## config.mk

```make
export PLATFORM = sky130hd
export DESIGN_NAME = fifo_n2w
export DESIGN_NICKNAME = d
export VERILOG_FILES = /design/src/rtl/fifo_n2w_pkg.sv /design/src/rtl/fifo_n2w_mem.sv /design/src/rtl/fifo_n2w.sv
export SDC_FILE = /design/constraint.sdc
export NUM_CORES = 1
export LEC_CHECK = 0
export CORE_ASPECT_RATIO = 1.1
export CORE_MARGIN = 5
export CORE_UTILIZATION = 45
export CTS_BUF_LIST = sky130_fd_sc_hd__clkbuf_8
export DETAILED_ROUTE_END_ITERATION = 7
export GPL_ROUTABILITY_DRIVEN = 0
export PLACE_DENSITY = 0.79
export REMOVE_ABC_BUFFERS = 1
export SKIP_LAST_GASP = 1
export SLEW_MARGIN = 20
export SYNTH_ARGS = -nofsm -noshare
export SYNTH_HDL_FRONTEND = slang
export SYNTH_SLANG_ARGS = --single-unit
```

## constraint.sdc

```tcl
create_clock -name clk -period 2.45 [get_ports clk]
set_clock_uncertainty 0.15 [all_clocks]
set_input_delay 0.245 -clock clk [delete_from_list [all_inputs] [get_ports clk]]
set_output_delay 0.245 -clock clk [all_outputs]
set_load 0.02 [all_outputs]
```

## src/rtl/fifo_n2w_pkg.sv

```systemverilog
// Shared constants and geometry helpers for the narrow-to-wide FIFO.
// The optional flush/keep feature is enabled with FIFO_N2W_FLUSH_EN.
package fifo_n2w_pkg;

    localparam int DEF_IN_W     = 8;
    localparam int DEF_RATIO    = 4;
    localparam int DEF_DEPTH    = 16;
    localparam int DEF_AF_LEVEL = 12;

    function automatic int calc_out_w(input int in_w, input int ratio);
        return in_w * ratio;
    endfunction

    function automatic int calc_rows(input int depth, input int ratio);
        return depth / ratio;
    endfunction

    function automatic int calc_lane_w(input int ratio);
        return $clog2(ratio);
    endfunction

    function automatic int calc_ptr_w(input int depth);
        return $clog2(depth);
    endfunction

endpackage

```

## src/rtl/fifo_n2w_mem.sv

```systemverilog
// Row storage for fifo_n2w: per-lane write enables, registered whole-row read.
// With FIFO_N2W_FLUSH_EN a per-lane keep column is stored beside the data.
module fifo_n2w_mem
    import fifo_n2w_pkg::*;
#(
    parameter int IN_W  = DEF_IN_W,
    parameter int RATIO = DEF_RATIO,
    parameter int ROWS  = calc_rows(DEF_DEPTH, DEF_RATIO),
    localparam int OUT_W = calc_out_w(IN_W, RATIO),
    localparam int ROW_W = $clog2(ROWS)
) (
    input  logic               clk,
    input  logic               rst,
    input  logic [RATIO-1:0]   lane_we,
    input  logic [ROW_W-1:0]   wr_row,
    input  logic [OUT_W-1:0]   wr_data,
    input  logic               rd_en,
    input  logic [ROW_W-1:0]   rd_row,
    output logic [OUT_W-1:0]   rd_data
`ifdef FIFO_N2W_FLUSH_EN
    ,
    input  logic [RATIO-1:0]   keep_wdata,
    output logic [RATIO-1:0]   rd_keep
`endif
);

    logic [OUT_W-1:0] mem [ROWS];

    // Storage is deliberately not reset; only the read register is.
    always_ff @(posedge clk) begin
        for (int i = 0; i < RATIO; i++) begin
            if (lane_we[i]) begin
                mem[wr_row][i*IN_W +: IN_W] <= wr_data[i*IN_W +: IN_W];
            end
        end
    end

    always_ff @(posedge clk or posedge rst) begin
        if (rst) begin
            rd_data <= '0;
        end else if (rd_en) begin
            rd_data <= mem[rd_row];
        end
    end

`ifdef FIFO_N2W_FLUSH_EN
    logic [RATIO-1:0] keep_mem [ROWS];

    always_ff @(posedge clk) begin
        for (int i = 0; i < RATIO; i++) begin
            if (lane_we[i]) begin
                keep_mem[wr_row][i] <= keep_wdata[i];
            end
        end
    end

    always_ff @(posedge clk or posedge rst) begin
        if (rst) begin
            rd_keep <= '0;
        end else if (rd_en) begin
            rd_keep <= keep_mem[rd_row];
        end
    end
`endif

endmodule

```

## src/rtl/fifo_n2w.sv

```systemverilog
// Narrow-to-wide width-converting FIFO: RATIO input words pack into one output row,
// lane 0 (oldest) in the LSBs. Define FIFO_N2W_FLUSH_EN for flush/rd_keep support.
module fifo_n2w
    import fifo_n2w_pkg::*;
#(
    parameter int IN_W     = DEF_IN_W,
    parameter int RATIO    = DEF_RATIO,
    parameter int DEPTH    = DEF_DEPTH,
    parameter int AF_LEVEL = DEF_AF_LEVEL
) (
    input  logic                          clk,
    input  logic                          rst,
    input  logic                          wr_en,
    input  logic [IN_W-1:0]               wr_data,
    output logic                          full,
    output logic                          almost_full,
    input  logic                          rd_en,
    output logic [IN_W*RATIO-1:0]         rd_data,
    output logic                          rd_valid,
    output logic                          empty,
    output logic [$clog2(DEPTH):0]        level,
    output logic                          overflow,
    output logic                          underflow
`ifdef FIFO_N2W_FLUSH_EN
    ,
    input  logic                          flush,
    output logic [RATIO-1:0]              rd_keep
`endif
);

    localparam int OUT_W  = calc_out_w(IN_W, RATIO);
    localparam int ROWS   = calc_rows(DEPTH, RATIO);
    localparam int LANE_W = calc_lane_w(RATIO);
    localparam int PTR_W  = calc_ptr_w(DEPTH);
    localparam int ROW_W  = PTR_W - LANE_W;
    localparam int LVL_W  = PTR_W + 1;

    localparam logic [LVL_W-1:0] DEPTH_L = LVL_W'(DEPTH);
    localparam logic [LVL_W-1:0] RATIO_L = LVL_W'(RATIO);
    localparam logic [LVL_W-1:0] AF_L    = LVL_W'(AF_LEVEL);

    logic [PTR_W-1:0]  wr_ptr;
    logic [ROW_W-1:0]  wr_row;
    logic [LANE_W-1:0] wr_lane;
    logic [ROW_W-1:0]  rd_row;
    logic              wr_acc;
    logic              rd_acc;
    logic [RATIO-1:0]  lane_we;
    logic [OUT_W-1:0]  row_wdata;
    logic [RATIO-1:0]  keep_wdata;
    logic              flush_pad;
    logic [LVL_W-1:0]  pad_words;
    logic [LVL_W-1:0]  level_next;

    assign wr_row  = wr_ptr[PTR_W-1:LANE_W];
    assign wr_lane = wr_ptr[LANE_W-1:0];

    // Flags depend on the registered level only, so same-cycle traffic never bypasses them.
    assign full        = (level == DEPTH_L);
    assign empty       = (level < RATIO_L);
    assign almost_full = (level >= AF_L);
    assign wr_acc      = wr_en && !full;
    assign rd_acc      = rd_en && !empty;

`ifdef FIFO_N2W_FLUSH_EN
    localparam int LA_W = LANE_W + 1;
    logic [LA_W-1:0] lane_after;

    // Lane position after this cycle's write; padding covers lanes from here to the row end.
    assign lane_after = {1'b0, wr_lane} + LA_W'(wr_acc);
    assign flush_pad  = flush && (lane_after != '0) && (lane_after != LA_W'(RATIO));
    assign pad_words  = flush_pad ? (RATIO_L - LVL_W'(lane_after)) : '0;
`else
    assign flush_pad  = 1'b0;
    assign pad_words  = '0;
`endif

    always_comb begin
        lane_we    = '0;
        row_wdata  = '0;
        keep_wdata = '0;
        for (int i = 0; i < RATIO; i++) begin
            if (wr_acc && (wr_lane == LANE_W'(i))) begin
                lane_we[i]                 = 1'b1;
                row_wdata[i*IN_W +: IN_W]  = wr_data;
                keep_wdata[i]              = 1'b1;
            end
`ifdef FIFO_N2W_FLUSH_EN
            if (flush_pad && (LA_W'(i) >= lane_after)) begin
                lane_we[i] = 1'b1;
            end
`endif
        end
    end

    assign level_next = level + LVL_W'(wr_acc) - (rd_acc ? RATIO_L : '0) + pad_words;

    always_ff @(posedge clk or posedge rst) begin
        if (rst) begin
            wr_ptr    <= '0;
            rd_row    <= '0;
            level     <= '0;
            rd_valid  <= 1'b0;
            overflow  <= 1'b0;
            underflow <= 1'b0;
        end else begin
            level    <= level_next;
            rd_valid <= rd_acc;
            if (flush_pad) begin
                wr_ptr <= {wr_row + ROW_W'(1), LANE_W'(0)};
            end else if (wr_acc) begin
                wr_ptr <= wr_ptr + PTR_W'(1);
            end
            if (rd_acc) begin
                rd_row <= rd_row + ROW_W'(1);
            end
            if (wr_en && full) begin
                overflow <= 1'b1;
            end
            if (rd_en && empty) begin
                underflow <= 1'b1;
            end
        end
    end

    fifo_n2w_mem #(
        .IN_W  (IN_W),
        .RATIO (RATIO),
        .ROWS  (ROWS)
    ) u_mem (
        .clk        (clk),
        .rst        (rst),
        .lane_we    (lane_we),
        .wr_row     (wr_row),
        .wr_data    (row_wdata),
        .rd_en      (rd_acc),
        .rd_row     (rd_row),
        .rd_data    (rd_data)
`ifdef FIFO_N2W_FLUSH_EN
        ,
        .keep_wdata (keep_wdata),
        .rd_keep    (rd_keep)
`endif
    );

`ifndef FIFO_N2W_FLUSH_EN
    logic unused_keep;
    assign unused_keep = ^keep_wdata;
`endif

endmodule

```

==> flow_summary.json <==
{
  "timing.fmax_mhz": 430,
  "tritoncts": "done",
  "worstMarginPinSlew_ps": 816,
  "hp-class": "input port to flop",
  "initial_utilization": 0.459,
  "finalInstanceArea_sq_um": 8270,
  "critPathSlowestCell": "dfrtp_1",
  "io_pins": 55,
  "dr.pass1.iters": 4,
  "drt_wl_total_mm": 12.9,
  "clock_latency_ps": 460,
  "cts_sinks": 174,
  "rsz0062_at_grt": "false",
  "place_inst": 613,
  "drtIter0Drc": 330,
  "avgSynthCellArea_sq_um": 19.3,
  "ys_types": 34,
  "synth_top_cells_by_area": "edfxtp_1, dfrtp_1, mux4_2",
  "layoutNonFillerInstCount": 646,
  "area_delta_synth_final_pct": 19.2,
  "cp_slowest_stage_delay_ps": 430,
  "post-dp-hpwl_mm": 8.49,
  "syn_inst": 360,
  "leakage_uw": 0.00310,
  "synth_compound_area_frac": 0.0159,
  "grt_pass1_vias": 3733,
  "ys_ff_latch": 174,
  "cts_max_path_buffers": 2,
  "crit_path_frequent_cell": "ha_1",
  "grt_max_degree": 47,
  "worstSetupEndpointType": "flop",
  "synth.yosys.seq_area_share": 0.720,
  "peakVddDrop_uv": 800,
  "synth_area_sq_um": 6940,
  "fin_crit_sh": 0.949,
  "synth_xor_area_frac": 0.0101,
  "final_max_slew_viol_count": 0,
  "synth.top_cell.area_share": 0.554,
  "startpoint_type": "flop",
  "io_buffers": 54,
  "antenna_found_initial": 0,
  "worstPathCellList": "inv_1, ha_1, a21bo_2, nand2_2, ha_1, ha_1, o21bai_1, a21oi_1, xor2_1",
  "worstPathArrival_ps": 2520,
  "cts_max_level": 4,
  "synth_fa_ha_area_frac": 0.0252,
  "synth_mux_area_frac": 0.159,
  "postCtsSetupBuffers": 0,
  "wl_per_cell_um": 19.9,
  "die_area_sq_um": 18000,
  "setup_viol_count_final": 0,
  "placed_area_sq_um": 7800,
  "yosysWarnings": 0,
  "vias": 3496,
  "drive_gt1_frac": 0.276,
  "hold_viol_final": 0,
  "relSlewSlack": 0.454,
  "row_count": 47,
  "synthSimpleGateAreaFrac": 0.0478,
  "p_per_area_nw_per_um2": 1230,
  "vias_per_cell": 5.41,
  "clk_pin_slew_worst_paths_ps": 90,
  "gr-total-overflow": 0,
  "grt_usage": 0.155,
  "die_h_um": 140,
  "drc": 0,
  "core-area_sq_um": 15100,
  "status": "complete, no violations",
  "diodes": 0,
  "synth_area_leader_cell": "edfxtp_1",
  "synth_top_family_by_area": "multiplexers",
  "crit_required_ps": 2650,
  "fin_crit_ps": 2320,
  "grt_pass1_wl_mm": 20.8,
  "cp_max_fo": 6,
  "drv_cap": 0,
  "critPathKind": "flop to flop",
  "postRouteAntennaNets": 0,
  "die_w_um": 128,
  "fin_nets": 463,
  "hold_slack_ps": 301,
  "numCtsBuffers": 17,
  "cts-root-buf": "clkbuf_8"
}
[metal layers]
| metal | vias up | part of all wire | track usage | wire, um |
|---|---|---|---|---|
| li1 | 1560 | - | - | - |
| met2 | 135 | 0.51 | 0.244 | 6590 |
| met4 | 0 | 0.017 | 0.0654 | 213 |
| met3 | 15 | 0.067 | 0.0438 | 867 |
| met1 | 1786 | 0.40 | 0.203 | 5200 |
| met5 | - | 0 | 0 | 0 |
[cells by family (layout without fill, tap and decap cells)]
logic type / after synthesis / in the layout
flops: 174 / 174
mux: 65 / 65
simple gates: 59 / 59
buf+inv: 27 / 117
fa+ha+maj: 14 / 14
compound gates: 13 / 13
xor+xnor: 8 / 8
[metrics by stage]
stage,setup slack [ps],power (uW),util,TNS [ps]
finish,125,10200,0.547,0
global route,19.6,10700,0.547,0
CTS,6.40,10300,0.547,0
detailed placement,-20.7,8060,0.516,-164
global placement,116,7930,0.516,0
floorplan,-411,6490,-,-4700
[final timing paths]
kind,startpoint,endpoint,slack [ps],cells past startpoint
worst max-delay path,level[3],level[4],130,9
worst min-delay path,rd_en,underflow,300,2
worst max register to register,level[3],level[4],130,9
worst min register to register,overflow,overflow,320,1
max in group asynchronous,rst,rd_row[0],1350,4
min in group asynchronous,rst,u_mem.rd_data[18],570,4
[critical path: cells and delay by family, from the launching register on]
| kind | cells | cell delay (ps) |
|---|---|---|
| AOI/OAI and AO/OA | 3 | 490 |
| xor gates and xnor gates | 1 | 140 |
| adders and majority gates | 3 | 850 |
| buffers and inverters | 1 | 110 |
| DFF | 1 | 430 |
| and+or+nand+nor | 1 | 60 |
[area by class of cell]
cell class	count	area (sq um)
fill	1151	6840
sequential	174	5000
multi-input combinational	159	1800
timing repair buffer	74	736
clock buffer	19	262
tap	196	245
clock inverter	13	193
inverter	11	41.3
[sequential cells by signal, indices dropped and copies added, names as in the netlist]
signal,flops
overflow,1
u_mem.mem,128
rd_row,2
rd_valid,1
underflow,1
level,5
u_mem.rd_data,32
wr_ptr,4
[synth_stat cells]
cell type  instances
and3_1            32
nand2_2            1
mux4_1             2
a21o_1             2
nand4_1            1
edfxtp_1         128
or4_4              1
xnor2_1            5
o21bai_1           1
a21bo_2            1
mux2_2            33
buf_2              7
o21ai_0            1
nand2b_1           2
buf_6              1
nand3_1            1
nor2_1            13
ha_1              14
clkbuf_1           5
o211ai_1           3
nand2_1            2
a211oi_1           1
buf_12             1
inv_1             11
nor3b_1            1
xor2_1             3
nor4_1             1
o211ai_4           1
a21boi_2           1
mux4_2            30
buf_8              2
dfrtp_1           46
nor3_1             4
a21oi_1            2
[cell usage in the layout, fill, tap and decap left out, types with 4 or more instances in the layout]
cell type and instances:
edfxtp_1 128, clkdlybuf4s50_1 51, dfrtp_1 45, mux2_2 33
and3_1 32, mux4_2 30, clkbuf_8 19, buf_4 15
ha_1 14, nor2_1 13, inv_1 10, clkinv_2 6
xnor2_1 5, bufinv_16 5, buf_12 4
[what timing repair did]
action	4_1_cts	5_1_grt
hold endpoints to repair	36	0
hold buffers	1	0
endpoints found under the setup margin	3	1
gates resized for setup	4	2
[power by group]
group	leakage (uW)	internal (uW)	total (uW)	switching (uW)
combinational	0.00113	1900	3700	1800
sequential	0.00173	3860	4230	369
clock	0.000241	1260	2230	970
(Power assumes the default switching activity.)
